==> config.mk <==
export PLATFORM = sky130hd
export DESIGN_NAME = gpio_port
export DESIGN_NICKNAME = d
export VERILOG_FILES = /design/src/rtl/gpio_pkg.sv /design/src/rtl/switch_debounce.sv /design/src/rtl/gpio_port.sv
export SDC_FILE = /design/constraint.sdc
export NUM_CORES = 1
export LEC_CHECK = 0
export CAP_MARGIN = 40
export CORE_MARGIN = 5
export CORE_UTILIZATION = 25
export CTS_CLUSTER_DIAMETER = 40
export DETAILED_ROUTE_END_ITERATION = 10
export SLEW_MARGIN = 20
export SYNTH_ARGS = -nofsm -noshare
export SYNTH_HDL_FRONTEND = slang
export SYNTH_SLANG_ARGS = --single-unit
==> constraint.sdc <==
create_clock -name CLK -period 2.1 [get_ports CLK]
set_input_delay 0.42 -clock CLK [delete_from_list [all_inputs] [get_ports CLK]]
set_output_delay 0.42 -clock CLK [all_outputs]
set_load 0.05 [all_outputs]
==> src/rtl/gpio_pkg.sv <==
// Shared constants for the CPU-facing GPIO port: register addresses and bus width.
// No logic; pure declarations.
// Imported by gpio_port and its bench.
package gpio_pkg;

  localparam int GPIO_BUS_W = 8;

  localparam logic [1:0] GPIO_ADDR_LED  = 2'd0;
  localparam logic [1:0] GPIO_ADDR_SW   = 2'd1;
  localparam logic [1:0] GPIO_ADDR_CHG  = 2'd2;
  localparam logic [1:0] GPIO_ADDR_MASK = 2'd3;

endpackage

==> src/rtl/switch_debounce.sv <==
// One switch bit: two-flop synchronizer, consecutive-difference counter, stable flop.
// Latency: a clean edge on raw reaches stable after 2 + DEBOUNCE_CYCLES rising edges.
// No backpressure; toggle is a single-cycle pulse coincident with the edge stable flips on.
module switch_debounce #(
  parameter int DEBOUNCE_CYCLES = 16
) (
  input  logic CLK,
  input  logic RST,
  input  logic raw,
  output logic stable,
  output logic toggle
);

  localparam int CW = (DEBOUNCE_CYCLES > 1) ? $clog2(DEBOUNCE_CYCLES) : 1;
  localparam logic [CW-1:0] CNT_MAX = CW'(DEBOUNCE_CYCLES - 1);

  logic          sync1;
  logic          sync2;
  logic [CW-1:0] cnt;
  logic          stable_q;

  // The flop flips on this edge when the last allowed differing cycle is reached.
  assign toggle = (sync2 != stable_q) && (cnt == CNT_MAX);
  assign stable = stable_q;

  // Synchronize the raw input, then accept it only after an unbroken run of differing samples.
  always_ff @(posedge CLK or negedge RST) begin
    if (!RST) begin
      sync1    <= 1'b0;
      sync2    <= 1'b0;
      cnt      <= '0;
      stable_q <= 1'b0;
    end else begin
      sync1 <= raw;
      sync2 <= sync1;
      if (sync2 == stable_q) begin
        cnt <= '0;
      end else if (cnt == CNT_MAX) begin
        stable_q <= sync2;
        cnt      <= '0;
      end else begin
        cnt <= cnt + 1'b1;
      end
    end
  end

endmodule

==> src/rtl/gpio_port.sv <==
// CPU GPIO port: LED register, debounced switch inputs, sticky change flags, maskable irq.
// Latency: writes land on the strobe edge; reads return one cycle after rd_en; irq one cycle after its condition.
// No backpressure: every strobe is accepted in its cycle; read data holds until the next read.
module gpio_port
  import gpio_pkg::*;
#(
  parameter int WIDTH           = 4,
  parameter int DEBOUNCE_CYCLES = 16
) (
  input  logic                  CLK,
  input  logic                  RST,
  input  logic [1:0]            addr,
  input  logic                  wr_en,
  input  logic                  rd_en,
  input  logic [GPIO_BUS_W-1:0] wdata,
  output logic [GPIO_BUS_W-1:0] rdata,
  output logic                  rd_valid,
  output logic [WIDTH-1:0]      led,
  input  logic [WIDTH-1:0]      switch,
  output logic                  irq
);

  logic [WIDTH-1:0]      led_q;
  logic [WIDTH-1:0]      mask_q;
  logic [WIDTH-1:0]      chg_q;
  logic [WIDTH-1:0]      sw_stable;
  logic [WIDTH-1:0]      sw_toggle;
  logic [WIDTH-1:0]      chg_clr;
  logic [GPIO_BUS_W-1:0] rd_mux;

  // Bus bits above WIDTH carry nothing.
  if (WIDTH < GPIO_BUS_W) begin : g_wdata_hi
    logic unused_wdata_hi;
    assign unused_wdata_hi = ^wdata[GPIO_BUS_W-1:WIDTH];
  end

  for (genvar i = 0; i < WIDTH; i++) begin : g_db
    switch_debounce #(
      .DEBOUNCE_CYCLES(DEBOUNCE_CYCLES)
    ) u_db (
      .CLK   (CLK),
      .RST   (RST),
      .raw   (switch[i]),
      .stable(sw_stable[i]),
      .toggle(sw_toggle[i])
    );
  end

  assign led = led_q;

  // Write-1-to-clear mask for the change flags, active only on a CHANGE write.
  always_comb begin
    chg_clr = '0;
    if (wr_en && addr == GPIO_ADDR_CHG) begin
      chg_clr = wdata[WIDTH-1:0];
    end
  end

  // Read mux over current register contents, zero-extended to the bus.
  always_comb begin
    rd_mux = '0;
    case (addr)
      GPIO_ADDR_LED:  rd_mux = GPIO_BUS_W'(led_q);
      GPIO_ADDR_SW:   rd_mux = GPIO_BUS_W'(sw_stable);
      GPIO_ADDR_CHG:  rd_mux = GPIO_BUS_W'(chg_q);
      GPIO_ADDR_MASK: rd_mux = GPIO_BUS_W'(mask_q);
      default:        rd_mux = '0;
    endcase
  end

  // Writable registers; a toggle on the same edge as a clear keeps the flag set.
  always_ff @(posedge CLK or negedge RST) begin
    if (!RST) begin
      led_q  <= '0;
      mask_q <= '0;
      chg_q  <= '0;
    end else begin
      if (wr_en && addr == GPIO_ADDR_LED) begin
        led_q <= wdata[WIDTH-1:0];
      end
      if (wr_en && addr == GPIO_ADDR_MASK) begin
        mask_q <= wdata[WIDTH-1:0];
      end
      chg_q <= (chg_q & ~chg_clr) | sw_toggle;
    end
  end

  // Registered read response; data sampled before any same-cycle write lands.
  always_ff @(posedge CLK or negedge RST) begin
    if (!RST) begin
      rdata    <= '0;
      rd_valid <= 1'b0;
    end else begin
      rd_valid <= rd_en;
      if (rd_en) begin
        rdata <= rd_mux;
      end
    end
  end

  // Level interrupt from enabled change flags, one cycle behind the flags.
  always_ff @(posedge CLK or negedge RST) begin
    if (!RST) begin
      irq <= 1'b0;
    end else begin
      irq <= |(chg_q & mask_q);
    end
  end

endmodule
### Word level (Yosys, flattened, before mapping)

Index checks and enable logic that the tools add are counted.

| word-level totals | value |
|---|---|
| bits in registers | 50 |
| word-level logic and storage cells | 72 |

| cells by class | value |
|---|---|
| $add $sub $neg | 4 |
| equal/unequal tests | 15 |
| reductions and logical operators | 13 |
| bitwise operators | 8 |
| mux-type cells | 10 |

Operators by type and width:

| cell | number |
|---|---|
| 4-bit 2-to-1 mux | 9 |
| 8-bit one-hot mux with 4 select lines | 1 |
| 4-bit by 1-bit adder with 4-bit output, second input constant | 4 |
| 4-bit == test, second input constant | 4 |
| 4-bit AND | 2 |
| 2-bit AND reduction | 4 |
| 1-bit logical AND | 7 |
| 1-bit == test | 4 |
| 2-bit == test, second input constant | 2 |
| 1-bit != test | 4 |
| 1-bit NOT | 4 |
| 4-bit NOT | 1 |
| 4-bit OR | 1 |
| 4-bit OR reduction | 1 |
| 2-bit by 1-bit == test with 1-bit output, second input constant | 1 |
| 2-bit zero test | 1 |

### Logic depth before layout (Yosys ltp)

| depth | value |
|---|---|
| depth after elaboration | 6 |
| depth in mapped cells | 4 |

### Cells and area by module

From an unflattened synthesis, not the netlist that was laid out.

| unflattened totals | value |
|---|---|
| cell total of the unflattened synthesis | 148 |
| area, all modules | 1971.9 um^2 |

By module, submodules not included:

| module | times used | cells an instance | seq. area each (um^2) | area an instance (um^2) |
|---|---|---|---|---|
| gpio_port | 1 | 64 | 450.4 | 847.1 |
| switch_debounce at g_db[1].u_db ... | 3 | 21 | 175.2 | 280.3 |
| switch_debounce at g_db[0].u_db | 1 | 21 | 175.2 | 284.0 |

### Least setup slack after synthesis

OpenSTA, ideal clock, no wires.

| timing | value |
|---|---|
| path type | flip-flop to flip-flop |
| start | reg g_db[3].u_db.cnt[0] |
| end | reg g_db[3].u_db.stable_q |
| slack | 926 ps |
| cell stages (with the launch flop) | 4 |
| library setup time | 125 ps |
| data arrival time | 1049 ps |
| cell sequence | dfrtp_1 -> ha_1 -> nand3_1 -> mux2_2 |

| on the way | value |
|---|---|
| longest elaborated chain between the ends | 2 |

Ends and longest elaborated chain:

| item | RTL line | RTL |
|---|---|---|
| from (decl) | switch_debounce.sv:19 | `logic [CW-1:0] cnt;` |
| from (signal assigned) | switch_debounce.sv:42 | `cnt <= cnt + 1'b1;` |
| 4-bit == test | switch_debounce.sv:38 | `end else if (cnt == CNT_MAX) begin` |
| 2-bit AND reduction (no line) | n/a |  |
| to (signal assigned) | switch_debounce.sv:39 | `stable_q <= sync2;` |
| to (decl) | switch_debounce.sv:20 | `logic stable_q;` |

Every way passes these cells.
A chain may end at the register's enable or synchronous reset.

### Worst setup path in the final report

| timing | value |
|---|---|
| start | reg led_q[2] (netlist: led[2]) |
| end | out led[2] |

RTL lines:

| item | RTL line | RTL |
|---|---|---|
| from (decl) | gpio_port.sv:23 | `logic [WIDTH-1:0] led_q;` |
| from (signal assigned) | gpio_port.sv:79 | `led_q <= wdata[WIDTH-1:0];` |
| to (decl) | gpio_port.sv:18 | `output logic [WIDTH-1:0] led,` |

No word-level cell between the ends.

==> flow_metrics.py <==
metrics = {
    "outcome": {
        "status": "completed",
    },
    "critical_path": {
        "cp.required_ps": 1680,
        "rrSetupSlack_ps": 860,
        "path_cells": "clkdlybuf4s50_1",
        "endpoint": "led[2]",
        "slowest_delay_ps": 830,
        "cp_max_fo": 3,
        "worstSetupPathType": "reg -> out",
        "critPathSlowestCell": "clkdlybuf4s50_1",
        "r2r-end": "g_db[0].u_db.stable",
        "reg2regPathDepth": 3,
        "cp.depth": 1,
        "crit_family": "buffers and inverters",
        "cp-end-kind": "primary output",
        "crit_arrival_ps": 1520,
        "r2r-start": "g_db[0].u_db.cnt[0]",
        "start_kind": "flip-flop",
        "startpoint": "led[2]",
        "cp_num_buf_inv": 1,
    },
    "clocking": {
        "cts.reportedPaths.clkPinSlew_ps": 90,
        "cts_setup_buffers": 0,
        "cts_hold_buffers": 0,
        "clockBufferDepth": 2,
        "cts_resized": 0,
        "clk_latency_ps": 290,
        "cts_tree": "built",
        "htree_levels": 2,
        "clockRootBuffer": "clkbuf_8",
        "clock_sinks": 46,
        "cts_made_buffers": 5,
    },
    "global_routing": {
        "grt_pass1_vias": 1237,
        "antenna_found_initial": 0,
        "overflow": 0,
        "grt_use_total_pct": 7.62,
        "grt_pass1_wl_mm": 5.85,
        "grt_start_max_net_pins": 25,
    },
    "yosys": {
        "netlist.area_leader.share_pct": 59.5,
        "synth_seq_cells": 46,
        "ys_seq_area_share_pct": 59.5,
        "avgSynthCellArea_um2": 12.4,
        "yosys.cell_count.top_type": "dfrtp_1",
        "synth_edf_count": 0,
        "yosys.cell_types.count": 24,
        "netlist_area_um2": 1940,
        "ys.flop_type": "dfrtp_1",
        "synthTopCellsByCount": "dfrtp_1, o21ai_0, inv_1, nand2_1",
        "syn-instance-count": 156,
        "synth_warnings": 0,
        "async_flop_share_pct": 100,
        "synth_area_leaders": "dfrtp_1, mux2_2, o21ai_0",
        "yosysTopAreaCell": "dfrtp_1",
    },
    "routing": {
        "via_count": 1214,
        "viasPerCell": 4.19,
        "drtPass1Iterations": 4,
        "wl_mm": 3.46,
        "ant_nets": 0,
        "post_drt_wl_per_cell_um": 11.9,
        "drt-initial-drc-count": 41,
        "drc": 0,
    },
    "power_and_ir_drop": {
        "power_report.internal_total_mw": 1.62,
        "cellLeakagePower_nw": 1.05,
        "p_switching_mw": 0.572,
        "combPwrFrac_pct": 17.1,
        "powerDensity_nw_per_um2": 898,
        "irDropWorstVdd_mv": 0.326,
        "p_seq_share_pct": 46.4,
        "switching_share_pct": 26.1,
        "clockPowerShare_pct": 36.5,
        "total_power_mw": 2.19,
    },
    "sta": {
        "fmax_ghz": 0.514,
        "maxSlewViolCount": 0,
        "relSlewSlack_pct": 61.7,
        "tightestPinTransition_ps": 574,
        "final-hold-violation-count": 0,
        "setup_viol": 0,
        "fin_crit_sh_pct": 92.6,
        "fin_crit_ps": 1940,
        "rsz0062_at_grt": "false",
        "skew_ps": 8.17,
        "whs_ps": 117,
        "tns_ps": 0,
    },
    "floorplanning": {
        "core_area_um2": 7650,
        "die_h_um": 98.0,
        "die_w_um": 98.0,
        "design.portCount": 32,
        "initial_core_util_pct": 25.3,
        "num_rows": 32,
        "dieArea_um2": 9600,
    },
    "cells_and_area": {
        "finalNetCount": 209,
        "antennaDiodeCount": 0,
        "drive_gt1_share_pct": 13.8,
        "layout.cells.non_filler": 290,
        "syn_to_final_growth_pct": 25.9,
    },
    "place": {
        "gp_congestion": 0.677,
        "port_buffers": 23,
        "dp_cells": 282,
        "dp_hpwl_mm": 2.59,
    },
    "min_path": {
        "hold_class": "in -> async",
    },
    "run": {
        "maxCapViolCount": 0,
    },
}
[layout make-up]
class	count	area (µm²)
repair buffers	26	260
well taps	102	128
clock buffers	6	82.6
clock inverters	2	60.1
flip-flops and latches	46	1150
inverters	12	45.0
fillers	765	5210
multi-input cells	96	709
[flip-flops by register name, summed over array words and instances, names as in the netlist]
name              flops
irq                   1
rd_valid              1
g_db.u_db.sync2       4
g_db.u_db.cnt        16
chg_q                 4
g_db.u_db.sync1       4
led                   4
mask_q                4
g_db.u_db.stable      4
rdata                 4
[metal layers]
metal	track usage, %	part of all wire (%)	vias to the layer above
li1	-	-	594
met1	10.3	50	589
met2	10.9	42	27
met3	3.07	6.7	4
met4	2.88	1.2	0
met5	0	0	-
[cell usage in the layout, fill, tap and decap left out, drive strengths merged, types with 5 or more instances in the layout]
master,count
nor2b,5
nand2,10
nand3,5
xnor2,8
o21ai,16
clkdlybuf4s50,22
a21oi,8
dfrtp,46
clkbuf,6
mux2,12
inv,12
[metrics by stage]
step	utilization [%]	cell area (µm²)	setup slack, ps
finish	31.9	2440	156
global placement	30.0	2290	241
global route	31.9	2440	106
CTS	31.9	2440	141
detailed placement	30.0	2290	232
floorplan	-	1950	926
[worst min-delay path by stage]
stage,startpoint,end,slack (ps)
final,RST,mask_q[2],120
after floorplan,RST,chg_q[0],120
after CTS,RST,mask_q[2],130
after detailed placement,g_db[2].u_db.sync1,g_db[2].u_db.sync2,340
after global placement,g_db[2].u_db.sync1,g_db[2].u_db.sync2,330
after global routing,RST,g_db[2].u_db.sync2,150
[power by group through the flow]
stage	sequential, mW	clock [mW]	combinational [mW]
2_1_floorplan	1.13	0	0.138
5_1_grt	1.03	0.861	0.406
3_3_place_gp	1.03	0	0.374
3_5_place_dp	1.03	0	0.379
6_report	1.02	0.798	0.374
4_1_cts	1.02	0.820	0.380
[logic make-up (layout without fill, tap and decap cells)]
logic type               Yosys count  after routing  share of synthesized area, %
other                              1              4                         0.194
AND/OR/NAND/NOR                   33             33                          10.6
buffers and inverters             17             46                          4.46
flip-flops                        46             46                          59.5
XOR/XNOR                           8              8                          3.62
multiplexers                      16             16                          9.83
AO/OA/AOI/OAI                     31             31                          9.24
adder cells (fa/ha/maj)            4              4                          2.59
Note: power is estimated with default switching activity, not from simulation.
